==> config.mk <==
export PLATFORM = sky130hd
export DESIGN_NAME = reset_sequencer
export DESIGN_NICKNAME = d
export VERILOG_FILES = /design/src/rtl/reset_seq_pkg.sv /design/src/rtl/lock_synchronizer.sv /design/src/rtl/reset_sequencer.sv
export SDC_FILE = /design/constraint.sdc
export NUM_CORES = 1
export LEC_CHECK = 0
export BUFFER_PORTS_ARGS = -buffer_cell sky130_fd_sc_hd__buf_4
export CAP_MARGIN = 20
export CORE_MARGIN = 5
export CORE_UTILIZATION = 58
export DETAILED_ROUTE_END_ITERATION = 8
export GPL_ROUTABILITY_DRIVEN = 0
export PLACE_DENSITY = 0.8
export SYNTH_ARGS = -nofsm -noshare
export SYNTH_HDL_FRONTEND = slang
export SYNTH_SLANG_ARGS = --single-unit
==> constraint.sdc <==
create_clock -name clk -period 3.9 [get_ports clk]
set_clock_uncertainty 0.1 [all_clocks]
set_input_delay 0.195 -clock clk [delete_from_list [all_inputs] [get_ports clk]]
set_output_delay 0.195 -clock clk [all_outputs]
set_load 0.1 [all_outputs]
==> src/rtl/reset_seq_pkg.sv <==
// Shared types and helpers for the PLL reset sequencer.
//   rseq_state_t : sequencer FSM states
//   CNT_SAT      : saturation value of the 8-bit status counters
//   sat_inc      : increment that sticks at CNT_SAT
package reset_seq_pkg;

  typedef enum logic [2:0] {PLL_RST, WAIT_LOCK, STABLE, RELEASE, RUN} rseq_state_t;

  localparam logic [7:0] CNT_SAT = 8'hFF;

  function automatic logic [7:0] sat_inc(input logic [7:0] v);
    return (v == CNT_SAT) ? v : v + 8'd1;
  endfunction

endpackage

==> src/rtl/lock_synchronizer.sv <==
// Multi-flop synchronizer that brings the asynchronous PLL lock into clk.
//   clk      : sampling clock
//   reset    : synchronous, active-high; clears the chain to 0
//   async_in : asynchronous input
//   sync_out : synchronized output, DEPTH edges behind async_in
module lock_synchronizer #(
  parameter int DEPTH = 2
) (
  input  logic clk,
  input  logic reset,
  input  logic async_in,
  output logic sync_out
);

  (* ASYNC_REG = "TRUE" *) logic [DEPTH-1:0] sync_q;
  logic [DEPTH-1:0] sync_d;

  always_comb begin
    sync_d = {sync_q[DEPTH-2:0], async_in};
  end

  always_ff @(posedge clk) begin
    if (reset) sync_q <= '0;
    else       sync_q <= sync_d;
  end

  assign sync_out = sync_q[DEPTH-1];

endmodule

==> src/rtl/reset_sequencer.sv <==
// PLL reset / lock qualification and staggered per-domain reset release.
//   clk             : free-running reference clock (PLL input clock)
//   reset           : synchronous, active-high
//   pll_locked      : PLL lock, asynchronous to clk
//   pll_reset       : reset to the PLL
//   rst_out         : per-domain resets, active-high, stage 0 released first
//   all_ready       : every rst_out bit is low
//   retry_count     : lock timeouts since reset, saturating
//   lock_loss_count : lock losses after release began, saturating
//
// state     | meaning
// ----------+---------------------------------------------------------
// PLL_RST   | pll_reset held high for PLL_RST_CYCLES
// WAIT_LOCK | waiting for synchronized lock, retry PLL after timeout
// STABLE    | lock seen, qualifying for LOCK_STABLE consecutive cycles
// RELEASE   | dropping one stage every STAGE_GAP cycles
// RUN       | all stages released, watching for lock loss
module reset_sequencer
  import reset_seq_pkg::*;
#(
  parameter int NUM_STAGES     = 3,
  parameter int PLL_RST_CYCLES = 16,
  parameter int LOCK_TIMEOUT   = 250000,
  parameter int LOCK_STABLE    = 2500,   // >= 2: the WAIT_LOCK cycle that sees lock counts as the first
  parameter int STAGE_GAP      = 64
) (
  input  logic                  clk,
  input  logic                  reset,
  input  logic                  pll_locked,
  output logic                  pll_reset,
  output logic [NUM_STAGES-1:0] rst_out,
  output logic                  all_ready,
  output logic [7:0]            retry_count,
  output logic [7:0]            lock_loss_count
);

  localparam int MAX_AB  = (LOCK_TIMEOUT > LOCK_STABLE) ? LOCK_TIMEOUT : LOCK_STABLE;
  localparam int MAX_CD  = (STAGE_GAP > PLL_RST_CYCLES) ? STAGE_GAP : PLL_RST_CYCLES;
  localparam int CYC_MAX = (MAX_AB > MAX_CD) ? MAX_AB : MAX_CD;
  localparam int CYC_W   = $clog2(CYC_MAX + 1);
  localparam int STG_W   = (NUM_STAGES > 1) ? $clog2(NUM_STAGES) : 1;

  localparam logic [CYC_W-1:0] PLL_RST_LAST = CYC_W'(PLL_RST_CYCLES - 1);
  localparam logic [CYC_W-1:0] TIMEOUT_LAST = CYC_W'(LOCK_TIMEOUT - 1);
  localparam logic [CYC_W-1:0] STABLE_LAST  = CYC_W'(LOCK_STABLE - 2);
  localparam logic [CYC_W-1:0] GAP_LAST     = CYC_W'(STAGE_GAP - 1);
  localparam logic [STG_W-1:0] LAST_STAGE   = STG_W'(NUM_STAGES - 1);

  rseq_state_t           state_q, state_d;
  logic [CYC_W-1:0]      cyc_q, cyc_d;
  logic [STG_W-1:0]      stage_q, stage_d;
  logic [NUM_STAGES-1:0] rst_out_q, rst_out_d;
  logic                  all_ready_q, all_ready_d;
  logic                  pll_reset_q, pll_reset_d;
  logic [7:0]            retry_q, retry_d;
  logic [7:0]            loss_q, loss_d;
  logic                  lock_s;

  lock_synchronizer #(.DEPTH(2)) u_lock_sync (
    .clk      (clk),
    .reset    (reset),
    .async_in (pll_locked),
    .sync_out (lock_s)
  );

  always_comb begin
    state_d   = state_q;
    cyc_d     = cyc_q + 1'b1;
    stage_d   = stage_q;
    rst_out_d = rst_out_q;
    retry_d   = retry_q;
    loss_d    = loss_q;

    case (state_q)
      PLL_RST: begin
        if (cyc_q == PLL_RST_LAST) state_d = WAIT_LOCK;
      end
      WAIT_LOCK: begin
        // lock takes priority over a simultaneous timeout
        if (lock_s) begin
          state_d = STABLE;
        end else if (cyc_q == TIMEOUT_LAST) begin
          state_d = PLL_RST;
          retry_d = sat_inc(retry_q);
        end
      end
      STABLE: begin
        if (!lock_s) begin
          state_d = WAIT_LOCK;
        end else if (cyc_q == STABLE_LAST) begin
          state_d      = RELEASE;
          stage_d      = '0;
          rst_out_d[0] = 1'b0;
        end
      end
      RELEASE: begin
        if (!lock_s) begin
          state_d   = WAIT_LOCK;
          rst_out_d = '1;
          loss_d    = sat_inc(loss_q);
        end else if (stage_q == LAST_STAGE) begin
          state_d = RUN;
        end else if (cyc_q == GAP_LAST) begin
          // the gap timer is restarted per stage without leaving RELEASE
          stage_d            = stage_q + 1'b1;
          rst_out_d[stage_d] = 1'b0;
          cyc_d              = '0;
        end
      end
      RUN: begin
        if (!lock_s) begin
          state_d   = WAIT_LOCK;
          rst_out_d = '1;
          loss_d    = sat_inc(loss_q);
        end
      end
      default: begin
        state_d   = PLL_RST;
        rst_out_d = '1;
      end
    endcase

    if (state_d != state_q) cyc_d = '0;

    pll_reset_d = (state_d == PLL_RST);
    all_ready_d = ~|rst_out_d;
  end

  always_ff @(posedge clk) begin
    if (reset) begin
      state_q     <= PLL_RST;
      cyc_q       <= '0;
      stage_q     <= '0;
      rst_out_q   <= '1;
      all_ready_q <= 1'b0;
      pll_reset_q <= 1'b1;
      retry_q     <= '0;
      loss_q      <= '0;
    end else begin
      state_q     <= state_d;
      cyc_q       <= cyc_d;
      stage_q     <= stage_d;
      rst_out_q   <= rst_out_d;
      all_ready_q <= all_ready_d;
      pll_reset_q <= pll_reset_d;
      retry_q     <= retry_d;
      loss_q      <= loss_d;
    end
  end

  assign pll_reset       = pll_reset_q;
  assign rst_out         = rst_out_q;
  assign all_ready       = all_ready_q;
  assign retry_count     = retry_q;
  assign lock_loss_count = loss_q;

endmodule

======== Yosys cells after proc, flatten, opt, wreduce, memory -nomap -nowiden ========
Cells that the tools add are included.
word-level totals
  logic and storage cells ................. 79
  flip-flop bits (word level) ............. 46
  output and inout port bits .............. 21
  input port bits ......................... 3
cells by class
  equality and inequality tests ........... 17
  muxes and demuxes ....................... 29
  reductions and logical operators ........ 13
  magnitude comparators ................... 2
  bitwise operators ....................... 5
  add/subtract/negate cells ............... 4
operator list
  cell                                                                     count
  18-bit two-way mux                                                       4
  3-bit two-way mux                                                        12
  18-bit by 1-bit adder with 18-bit output, second input constant          1
  18-bit by 12-bit equality test with 1-bit output, second input constant  1
  18-bit equality test, second input constant                              1
  18-bit by 4-bit equality test with 1-bit output, second input constant   1
  18-bit by 6-bit equality test with 1-bit output, second input constant   1
  8-bit by 1-bit adder with 8-bit output, second input constant            2
  8-bit equality test, second input constant                               2
  3-bit case mux with 5 select lines                                       1
  2-bit two-way mux                                                        5
  3-bit by 2-bit equality test with 1-bit output, second input constant    2
  3-bit zero test                                                          2
  2-bit != test, second input constant                                     3
  2-bit case mux with 3 select lines                                       1
  6-bit AND reduction                                                      1
  2-bit OR reduction                                                       3
  3-bit OR reduction                                                       2
  2-bit by 1-bit != test with 1-bit output, second input constant          2
  1-bit case mux with 4 select lines                                       1
  2-bit case mux with 2 select lines                                       1
  4-bit AND reduction                                                      1
  3-bit bitwise AND                                                        1
  3-bit by 1-bit equality test with 1-bit output, second input constant    1
  14 further kinds                                                         18

======== Logic depth before layout (Yosys ltp) ========
Gate-level depths: netlist (run 1).
  depth in word-level cells ............... 13
  depth in mapped cells ................... 9
  gate-level depth less buffers ........... 8

======== By module ========
Synthesis (run 1) repeated with hierarchy kept, for this count alone.
unflattened totals
  cells, all modules ...................... 271
  area total of the unflattened synthesis .. 2356.0 um^2
modules (own cells, without submodules)
  module             instances  sequential area each (um^2)  area each (um^2)  cells each
  reset_sequencer    1          880.8                        2303.5            267
  lock_synchronizer  1          40.0                         52.6              4

======== Worst setup path after synthesis (run 1) ========
No wires, ideal clock.
  path kind ............................... reg-to-reg
  from .................................... register loss_q[0], in the netlist lock_loss_count[0]
  to ...................................... register loss_q[6], in the netlist lock_loss_count[6]
  data required time ...................... 3733 ps
  arrival ................................. 2293 ps
  setup time .............................. 67 ps
  clock period less this slack ............ 2460 ps
  stages on the path, launching flop included .. 8
  setup slack ............................. 1440 ps
  path buffers ............................ 0
  path through ............................ dfxtp_1 -> ha_1 -> and3_1 -> a221oi_4 -> and3_1 -> nand4_1 -> xor2_1 -> nor2_1
between the ends
  word-level cells in the longest chain between the ends .. 3
  elaborated cells between the ends (all ways) .. 4
  classes of those cells .................. add/sub (1); eq/ne (1); bitwise (1); reduce/logical (1)
ends and longest elaborated chain
  element                                                                                         line                    RTL
  start, declared                                                                                 reset_sequencer.sv:56   logic [7:0] loss_q, loss_d;
  start signal, assigned                                                                          reset_sequencer.sv:147  loss_q <= loss_d;
  parallel branches: the longest is 3 deep, another holds 8-bit by 1-bit adder with 8-bit output  --
Parallel ways; which one is timed is not known.
A chain may end at the register's enable or synchronous reset.

======== Worst setup path in the final report (run 1) ========
  from .................................... register cyc_q[0]
  to ...................................... register stage_q[0]
between the ends
  word-level cells in the longest chain between the ends .. 3
  elaborated cells between the ends (all ways) .. 5
  classes of those cells .................. eq/ne (4); reduce/logical (1)
ends and longest elaborated chain
  element                                                                                                              line                                           RTL
  start, declared                                                                                                      reset_sequencer.sv:50                          logic [CYC_W-1:0] cyc_q, cyc_d;
  start signal, assigned                                                                                               reset_sequencer.sv:141                         cyc_q <= cyc_d;
  18-bit by 6-bit equality test with 1-bit output or 18-bit by 12-bit equality test with 1-bit output (tied branches)  reset_sequencer.sv:103, reset_sequencer.sv:90
  2-bit != test (no line)                                                                                              --
  6-bit AND reduction (no line) *                                                                                      --
  end signal, assigned                                                                                                 reset_sequencer.sv:142                         stage_q <= stage_d;
  end, declared                                                                                                        reset_sequencer.sv:51                          logic [STG_W-1:0] stage_q, stage_d;
Mark *: on every way between the ends. The rest lies on a longest branch, timed or not.

==> out/metrics.yaml, run 1 <==
grt_use_met1_pct: 24.7
min_path_type: "input pin to register"
drt_iter0_markers: 105
reg2reg_to: "stage_q[0]"
synth_fp_nets: 279
synth_edf_count: 0
path_buf_inv: 0
use_met3_pct: 4.79
cpPeakStageDelay_ns: 0.49
fmax_ghz: 0.392
cts_buffer_depth: 2
final_max_slew_viol_count: 0
dr.pass1.iters: 4
synthCells: 268
design.die.area_mm2: 0.00539
wl_mm: 4.53
r2r_cells: 7
fin_setup_tns_ns: 0
die_width_um: 73.4
rsz0062_at_grt: "false"
detail-route-antenna-nets: 0
final-setup-viol-count: 0
cp_max_fo: 6
synth_top_area_share_pct: 39.4
via_per_inst: 5.62
cts_resized: 0
crit_chain: "ha_1 > and3_1 > nand3_1 > nor4_2 > nand2_1 > a21oi_1 > mux2_2"
status: "completed"
fp-row-count: 23
cap_viol_max_count: 0
r2r_start: "cyc_q[0]"
grt_use_total_pct: 18.9
fillers: 334
grt_most_used_layer: "met2"
grt_overflow_total: 0
hold_end: "lock_loss_count[4]"
worstMarginPinSlew_ns: 0.661
num_antenna_cells: 0
grt_pass1_wl_mm: 8.09
port_buffers: 23
clkLatencyLatePin_ns: 0.30
synthArstFlopShare_pct: 0
start_util_pct: 59.2
multi_input_area_mm2: 0.00133
critical_path_arrival_ns: 2.64
ios: 24
startpoint_type: "register"
final_area_mm2: 0.00263
slew_headroom_pct: 56.0
clk_pin_slew_ns: 0.08
slowest_stage: "nor4_2"
syn_avg_cell_area_um2: 8.71
die_h_um: 73.4
synth_area_leaders: "dfxtp_1 39%, xnor2_1 6.4%, a21oi_1 5.1%"
drive_above_1_share_pct: 13.5
worstHoldPathCells: 2
vias: 1906
min_from: "reset"
grt_pass1_vias: 1817
synth.distinct_cells: 46
grt_antenna_before_repair: 0
total_leakage_power_nw: 0.930
areaGrowthSynthToFinish_pct: 12.5
core-area_mm2: 0.00394
syn_area_mm2: 0.00233
yosysWarningCount: 0
ys_ff_latch: 46
cts.sink_count: 46
critPathTopFamily: "simple AND/OR/NAND/NOR gates"
dp_hpwl_mm: 3.25
ys_seq_area_share_pct: 39.4
critPathRequiredTime_ns: 3.99
post-route-period-util_pct: 65.4
seq_area_um2: 921
cp-end-kind: "register"
htree_levels: 2
drc_errors: 0
worstSetupPathType: "register to register"
finalPower_mw: 0.840
peakVddDrop_mv: 0.192
period_needed_ns: 2.55
synth_top_cell_by_area: "dfxtp_1"
final_nets: 299
clock-root-buffer: "clkbuf_8"
r2r_slack_ns: 1.35
numCtsBuffers: 5
hold_viol_final: 0
wl_per_cell_um: 13.4
grt_max_degree: 32
use_met2_pct: 30.0
dpl_cell_area_mm2: 0.00251
cts_tree: "yes"
synth_flop_cell: "dfxtp_1"
p_per_area_mw_per_mm2: 320
synth_stat cells, types with 2 or more instances:
| library cell | instances |
|---|---|
| dfxtp_1 | 46 |
| nor2_1 | 30 |
| a21oi_1 | 24 |
| nand2_1 | 17 |
| xnor2_1 | 17 |
| nand3_1 | 15 |
| nor3_1 | 11 |
| xor2_1 | 11 |
| ha_1 | 8 |
| nand3b_1 | 7 |
| nor4_1 | 7 |
| o21ai_0 | 7 |
| inv_1 | 6 |
| nand4_1 | 6 |
| nand2b_1 | 5 |
| and3_1 | 4 |
| and4_1 | 4 |
| buf_2 | 4 |
| mux2i_1 | 4 |
| clkbuf_1 | 3 |
| nor2b_1 | 3 |
| or3_1 | 3 |
| and2b_1 | 2 |
| nor3b_1 | 2 |
layer usage:
layer	vias up	wire length, um
met3	6	152
met1	894	2210
met2	23	2110
met4	0	62
met5	-	0
li1	983	-
worst max-delay path by stage:
stage	from	to	cells after the start
finish	cyc_q[0]	stage_q[0]	7
global route	cyc_q[0]	stage_q[0]	7
CTS	cyc_q[0]	stage_q[0]	7
detailed placement	cyc_q[0]	stage_q[0]	7
global placement	cyc_q[0]	stage_q[0]	7
floorplan	lock_loss_count[0]	lock_loss_count[6]	7
placed cells by master, fill, tap and decap left out, types with 2 or more instances in the layout:
cell type  instances
nor2_1            30
xnor2_1           17
or3_1              3
buf_4             23
ha_1               8
clkbuf_1           2
dfxtp_1           46
nand4_1            6
inv_1              6
o21ai_0            7
nand2_1           17
mux2i_1            4
and2b_1            2
a21oi_1           24
nor3b_1            2
nor2b_1            3
nor4_1             7
and3_1             4
nand2b_1           5
and4_1             4
clkbuf_8           5
nand3b_1           7
nand3_1           15
nor3_1            11
xor2_1            11
registers in the layout (all words and copies together) (netlist names):
signal              cells
rst_out                 3
lock_loss_count         8
all_ready               1
retry_count             8
cyc_q                  18
pll_reset               1
stage_q                 2
u_lock_sync.sync_q      2
state_q                 3
layout make-up:
type / instances / area share [%]
multi-input combinational: 205 / 50.7
sequential: 46 / 35.0
timing repair buffer: 24 / 6.95
clock buffer: 7 / 2.90
tap: 50 / 2.38
clock inverter: 1 / 1.14
inverter: 6 / 0.857
what timing repair did:
item / 4_1_cts / 5_1_grt
buffers inserted: 0 / 0
endpoints found under the hold margin: 1 / 0
hold buffers: 1 / 0
endpoints found under the setup margin: 0 / 0
kinds of logic (layout without fill, tap and decap cells):
logic type      Yosys count  count (layout)  synth area share (%)
mux                       5               5                  2.20
xor+xnor                 28              28                  10.5
flops                    46              46                  39.4
simple gates            125             125                  30.1
buf+inv                  17              38                  3.48
fa+ha+maj                 8               8                  4.29
compound gates           39              39                  10.0
per-stage QoR:
| step | util (%) | hold slack (ns) | instances | setup slack [ns] |
|---|---|---|---|---|
| after CTS | 66.6 | 0.156 | 339 | 1.36 |
| after global placement | 63.7 | 0.324 | 330 | 1.38 |
| final | 66.6 | 0.160 | 339 | 1.35 |
| after detailed placement | 63.7 | 0.316 | 330 | 1.37 |
| after floorplan | - | 0.223 | 268 | 1.44 |
| after global routing | 66.6 | 0.178 | 339 | 1.13 |
report_power, final:
part / leakage [nW] / internal (mW) / switching [mW]
registers: 0.372 / 0.473 / 0.00495
clock network: 0.0524 / 0.192 / 0.151
logic: 0.506 / 0.00755 / 0.0117
No activity file was read; power rests on OpenSTA's default activity.
==> inputs of run 2 (changes only) <==
==> constraint.sdc (replaced) <==
create_clock -name clk -period 2.47 [get_ports clk]
set_clock_uncertainty 0.1 [all_clocks]
set_input_delay 0.1235 -clock clk [delete_from_list [all_inputs] [get_ports clk]]
set_output_delay 0.1235 -clock clk [all_outputs]
set_load 0.1 [all_outputs]
==> run 2 against run 1 <==
Effect of this change: non-clock buffer count is 6 higher; via count up 0.79%; final cell count is 1.8% higher; critical endpoint unchanged; largest cell class unchanged.
==> out/metrics.yaml, run 2 (synthesis results as in run 1) <==
power_switching_mw: 0.270
areaGrowthSynthToFinish_pct: 15.5
cts_buffer_depth: 2
largest_reg_flops: 18
die_h_um: 73.4
hold_viol_final: 0
worstSetupPathType: "register to register"
cp-end-kind: "register"
drc_errors: 0
fmax_ghz: 0.442
start_util_pct: 59.2
startpoint_type: "register"
port_buffers: 23
htree_levels: 2
design.die.area_mm2: 0.00539
grt_antenna_before_repair: 0
drt_iter0_markers: 107
worstMarginPinSlew_ns: 0.486
fin_setup_tns_ns: 0
via_per_inst: 5.57
p_sw_share_pct: 20.6
p_seq_share_pct: 57.5
grt_overflow_total: 0
r2r_slack_ns: 0.21
vias: 1921
wl_per_cell_um: 13.5
status: "completed"
grt_use_total_pct: 18.8
multi_input_area_mm2: 0.00135
critPathRequiredTime_ns: 2.56
final_nets: 305
ios: 24
grt_pass1_vias: 1790
final_max_slew_viol_count: 0
core-area_mm2: 0.00394
grt_pass1_wl_mm: 8.02
numCtsBuffers: 5
final-setup-viol-count: 0
p_per_area_mw_per_mm2: 486
cts.sink_count: 46
cts_tree: "yes"
die_width_um: 73.4
combPwrFrac_pct: 2.4
rsz0062_at_grt: "false"
post-route-period-util_pct: 91.5
largest-register: "cyc_q"
hold_ws_ns: 0.0892
cp_max_fo: 5
min_path_type: "input pin to register"
cap_viol_max_count: 0
clkLatencyLatePin_ns: 0.30
clock-root-buffer: "clkbuf_8"
clk_pin_slew_ns: 0.08
use_met2_pct: 29.9
detail-route-antenna-nets: 0
num_antenna_cells: 0
fillers: 323
grt_most_used_layer: "met2"
mostFrequentLayoutCell: "dfxtp_1"
layout_common_cells: "46 x dfxtp_1, 30 x nor2_1, 29 x buf_4"
wl_mm: 4.65
fp-row-count: 23
dp_hpwl_mm: 3.29
seq_area_um2: 921
peakVddDrop_mv: 0.462
total_leakage_power_nw: 0.965
use_met3_pct: 4.65
slew_headroom_pct: 67.3
grt_max_degree: 32
p_int_mw: 1.04
dr.pass1.iters: 4
drive_above_1_share_pct: 16.6
period_needed_ns: 2.26
critical_path_arrival_ns: 2.35
p_clk_share_pct: 40.1
grt_use_met1_pct: 24.3
-- run 2: cell count changes in the layout (fill, tap and decap cells not counted) --
cell,previous run,this run
buf_4,23,29
bufinv_16,1,0
clkbuf_1,2,0
clkbuf_8,5,8
nor4_1,7,5
nor4_2,1,2
nor4_4,0,1
-- run 2: cell type report --
| class | instances | share of cell area (%) |
|---|---|---|
| Sequential cell | 46 | 34.1 |
| Tap cell | 50 | 2.32 |
| Clock buffer | 8 | 4.08 |
| Multi-Input combinational cell | 205 | 50.2 |
| Timing Repair Buffer | 30 | 8.44 |
| Inverter | 6 | 0.835 |
-- run 2: worst paths after layout --
check,cells past startpoint,from,endpoint
worst max-delay path,7,cyc_q[0],stage_q[0]
worst min-delay path,2,reset,retry_count[6]
worst max register to register,7,cyc_q[0],stage_q[0]
worst min register to register,1,u_lock_sync.sync_q[0],u_lock_sync.sync_q[1]
-- run 2: power groups by stage --
stage                     Sequential (mW)  Clock [mW]  Combinational, mW
after floorplan                     0.769           0             0.0244
after global placement              0.771           0             0.0292
after detailed placement            0.772           0             0.0291
after CTS                           0.754       0.539             0.0307
after global routing                0.756       0.576             0.0342
final                               0.754       0.526             0.0308
-- run 2: metal layers --
layer  share of wire [%]  up-vias
met3                 3.4        6
met4                 1.5        0
li1                    -      994
met1                  48      892
met5                   0        -
met2                  47       29
-- run 2: worst max-delay path, cell delays in order (launching register included) --
cell and delay (ns):
dfxtp_1 0.40, ha_1 0.23, and3_1 0.23, nand3_1 0.15
nor4_4 0.34, nand2_1 0.09, a21oi_1 0.25, mux2_2 0.36
-- run 2: metrics by stage --
| stage | utilization, % | area, um^2 | total power [mW] | instances | worst slack, ns |
|---|---|---|---|---|---|
| final | 68.4 | 2700 | 1.31 | 345 | 0.210 |
| after global routing | 68.4 | 2700 | 1.37 | 345 | 0.0222 |
| after CTS | 67.9 | 2680 | 1.32 | 345 | 0.121 |
| after detailed placement | 64.8 | 2560 | 0.801 | 336 | 0.150 |
| after global placement | 64.8 | 2560 | 0.801 | 336 | 0.270 |
| after floorplan | - | 2330 | 0.793 | 268 | 0.0100 |
-- run 2: timing repair --
action / CTS / global route
hold endpoints to repair: 1 / 0
endpoints found under the setup margin: 0 / 4
hold buffers: 1 / 0
buffers inserted: 0 / 0
gates resized for setup: 0 / 3
==> inputs of run 3 (changes only) <==
--- a/config.mk
+++ b/config.mk
@@ -5,13 +5,15 @@
 export SDC_FILE = /design/constraint.sdc
 export NUM_CORES = 1
 export LEC_CHECK = 0
+export ABC_AREA = 1
 export BUFFER_PORTS_ARGS = -buffer_cell sky130_fd_sc_hd__buf_4
 export CAP_MARGIN = 20
 export CORE_MARGIN = 5
 export CORE_UTILIZATION = 58
 export DETAILED_ROUTE_END_ITERATION = 8
 export GPL_ROUTABILITY_DRIVEN = 0
-export PLACE_DENSITY = 0.8
+export PLACE_DENSITY = 0.79
+export REMOVE_ABC_BUFFERS = 1
 export SYNTH_ARGS = -nofsm -noshare
 export SYNTH_HDL_FRONTEND = slang
 export SYNTH_SLANG_ARGS = --single-unit
==> run 3 against run 2 <==
Effect of this change: critical path depth increased by 1; final cell count rose by 31%; area after synthesis grew 8.9%; flip-flop and latch count did not move; highest routed layer unchanged.
==> out/metrics.yaml, run 3 <==
synth_top_cell_by_area: "dfxtp_1"
worstSetupPathType: "register to register"
syn_area_mm2: 0.00254
period_needed_ns: 2.14
areaGrowthSynthToFinish_pct: 12.2
worstMarginPinSlew_ns: 0.513
syn_avg_cell_area_um2: 6.84
numCtsBuffers: 5
cts.sink_count: 46
fmax_ghz: 0.468
critPathTopFamily: "simple AND/OR/NAND/NOR gates"
synth-xor-area-share_pct: 6.20
post_cts_buffers: 0
design.die.area_mm2: 0.00581
ys_ff_latch: 46
synth_area_leaders: "dfxtp_1 36%, nand2_1 12%, nor2_1 9.6%"
p_seq_share_pct: 58.9
p_clk_share_pct: 37.8
via_per_inst: 5.35
p_sw_share_pct: 24.6
final_nets: 409
combPwrFrac_pct: 3.3
vias: 2412
reg2reg_to: "retry_count[2]"
status: "completed"
htree_levels: 2
yosysWarningCount: 0
synthCells: 372
crit_chain: "ha_1 > nand2_1 > nor2_1 > nand4_1 > nor3_1 > nand3_1 > nand2_1 > a21oi_1"
start_util_pct: 59.2
critical_path.startpoint: "cyc_q[1]"
grt_overflow_total: 0
cts_hold_buf: 1
cts_resized: 0
min_path_type: "input pin to register"
hold_viol_final: 0
grt_max_degree: 19
critical_path.endpoint: "retry_count[2]"
synth_flop_cell: "dfxtp_1"
drc_errors: 0
synth_edf_count: 0
largest_reg_flops: 18
grt_pass1_wl_mm: 9.81
grt_use_total_pct: 20.0
core-area_mm2: 0.00429
dr.pass1.iters: 4
finalPower_mw: 1.28
clock-root-buffer: "clkbuf_8"
ys_seq_area_share_pct: 36.2
slowest_stage: "nor3_1"
path_buf_inv: 0
synth-compound-area-share_pct: 6.64
path_depth: 8
peakVddDrop_mv: 0.441
synthMuxAreaShare_pct: 0
p_per_area_mw_per_mm2: 449
synth.distinct_cells: 33
grt_antenna_before_repair: 0
hold_ws_ns: 0.0123
mostFrequentLayoutCell: "nand2_1"
startpoint_type: "register"
cp-end-kind: "register"
wl_mm: 5.47
power_switching_mw: 0.315
final_area_mm2: 0.00286
clkLatencyLatePin_ns: 0.31
ios: 24
layout_common_cells: "83 x nand2_1, 65 x nor2_1, 46 x dfxtp_1"
r2r_start: "cyc_q[1]"
cts_buffer_depth: 2
fp-row-count: 24
drt_iter0_markers: 144
num_antenna_cells: 0
yosysMostFrequentCell: "nand2_1"
die_h_um: 76.2
final_max_slew_viol_count: 0
post-route-period-util_pct: 86.6
clk_pin_slew_ns: 0.10
yosys.area_share.simple_pct: 39.9
fin_ws_ns: 0.332
total_leakage_power_nw: 1.12
rsz0062_at_grt: "false"
cap_viol_max_count: 0
dp_slack_ns: 0.365
synth_top_area_share_pct: 36.2
drive_above_1_share_pct: 13.3
cp_max_fo: 5
wl_per_cell_um: 12.1
cpPeakStageDelay_ns: 0.43
synth-adder-area-share_pct: 3.94
dpl_cell_area_mm2: 0.00275
port_buffers: 23
crit_path_frequent_cell: "nand2_1"
final-setup-viol-count: 0
final_util_pct: 66.5
cts_tree: "yes"
r2r_slack_ns: 0.33
synth_common_cells: "83 x nand2_1, 65 x nor2_1, 46 x dfxtp_1, 37 x inv_1, 28 x nand3_1"
largest-register: "cyc_q"
grt_pass1_vias: 2273
critical_path_arrival_ns: 2.23
p_int_mw: 0.966
synthArstFlopShare_pct: 0
slew_headroom_pct: 65.5
dp_hpwl_mm: 4.16
critPathRequiredTime_ns: 2.56
synth_top_family_by_area: "simple AND/OR/NAND/NOR gates"
fillers: 397
r2r_cells: 8
detail-route-antenna-nets: 0
die_width_um: 76.2
-- run 3: final cells by class --
type                       count  area, um^2  area share, %
multi-input combinational    281        1440           50.5
sequential                    46         921           32.3
timing repair buffer          24         183           6.40
inverter                      40         150           5.26
clock buffer                   5        68.8           2.41
tap                           52        65.1           2.28
clock inverter                 3        25.0          0.876
-- run 3: kinds of logic (layout without fill, tap and decap cells) --
| family | count (synthesis) | count (layout) |
|---|---|---|
| AO/OA/AOI/OAI | 30 | 30 |
| XOR/XNOR | 18 | 18 |
| adder cells (fa/ha/maj) | 8 | 8 |
| buffers and inverters | 45 | 72 |
| flip-flops | 46 | 46 |
| AND/OR/NAND/NOR | 225 | 225 |
-- run 3: worst min path at each step --
stage,from,end,slack [ns],cells after the start
6_report,reset,lock_loss_count[1],0.01,2
5_1_grt,reset,u_lock_sync.sync_q[0],0.02,2
4_1_cts,reset,lock_loss_count[1],0.01,2
3_5_place_dp,pll_locked,u_lock_sync.sync_q[0],0.24,3
3_3_place_gp,pll_locked,u_lock_sync.sync_q[0],0.24,3
2_1_floorplan,reset,lock_loss_count[1],0.09,1
-- run 3: through the flow --
step,cells,setup TNS (ns)
floorplan,367,-0.0499
global placement,442,0
detailed placement,442,0
CTS,451,0
global route,451,0
finish,451,0
-- run 3: worst reg2reg max path, delay by kind of cell, from the launching register on --
kind | cells | cell delay (ns)
and+or+nand+nor | 6 | 1.23
DFF | 1 | 0.40
adders and majority gates | 1 | 0.23
AOI/OAI and AO/OA | 1 | 0.06
-- run 3: power groups by stage --
stage / logic [mW] / clock network (mW) / registers [mW]
detailed placement: 0.0417 / 0 / 0.771
floorplan: 0.0280 / 0 / 0.769
global placement: 0.0410 / 0 / 0.771
global route: 0.0482 / 0.535 / 0.756
CTS: 0.0430 / 0.500 / 0.754
finish: 0.0424 / 0.484 / 0.754
-- run 3: per-layer routing --
metal  global-route usage, %  vias to the layer above  part of all wire (%)
li1                        -                     1255                     -
met1                    24.4                     1086                    45
met2                    33.5                       60                    48
met3                    5.08                       11                   5.3
met4                    7.69                        0                   1.8
met5                       0                        -                     0
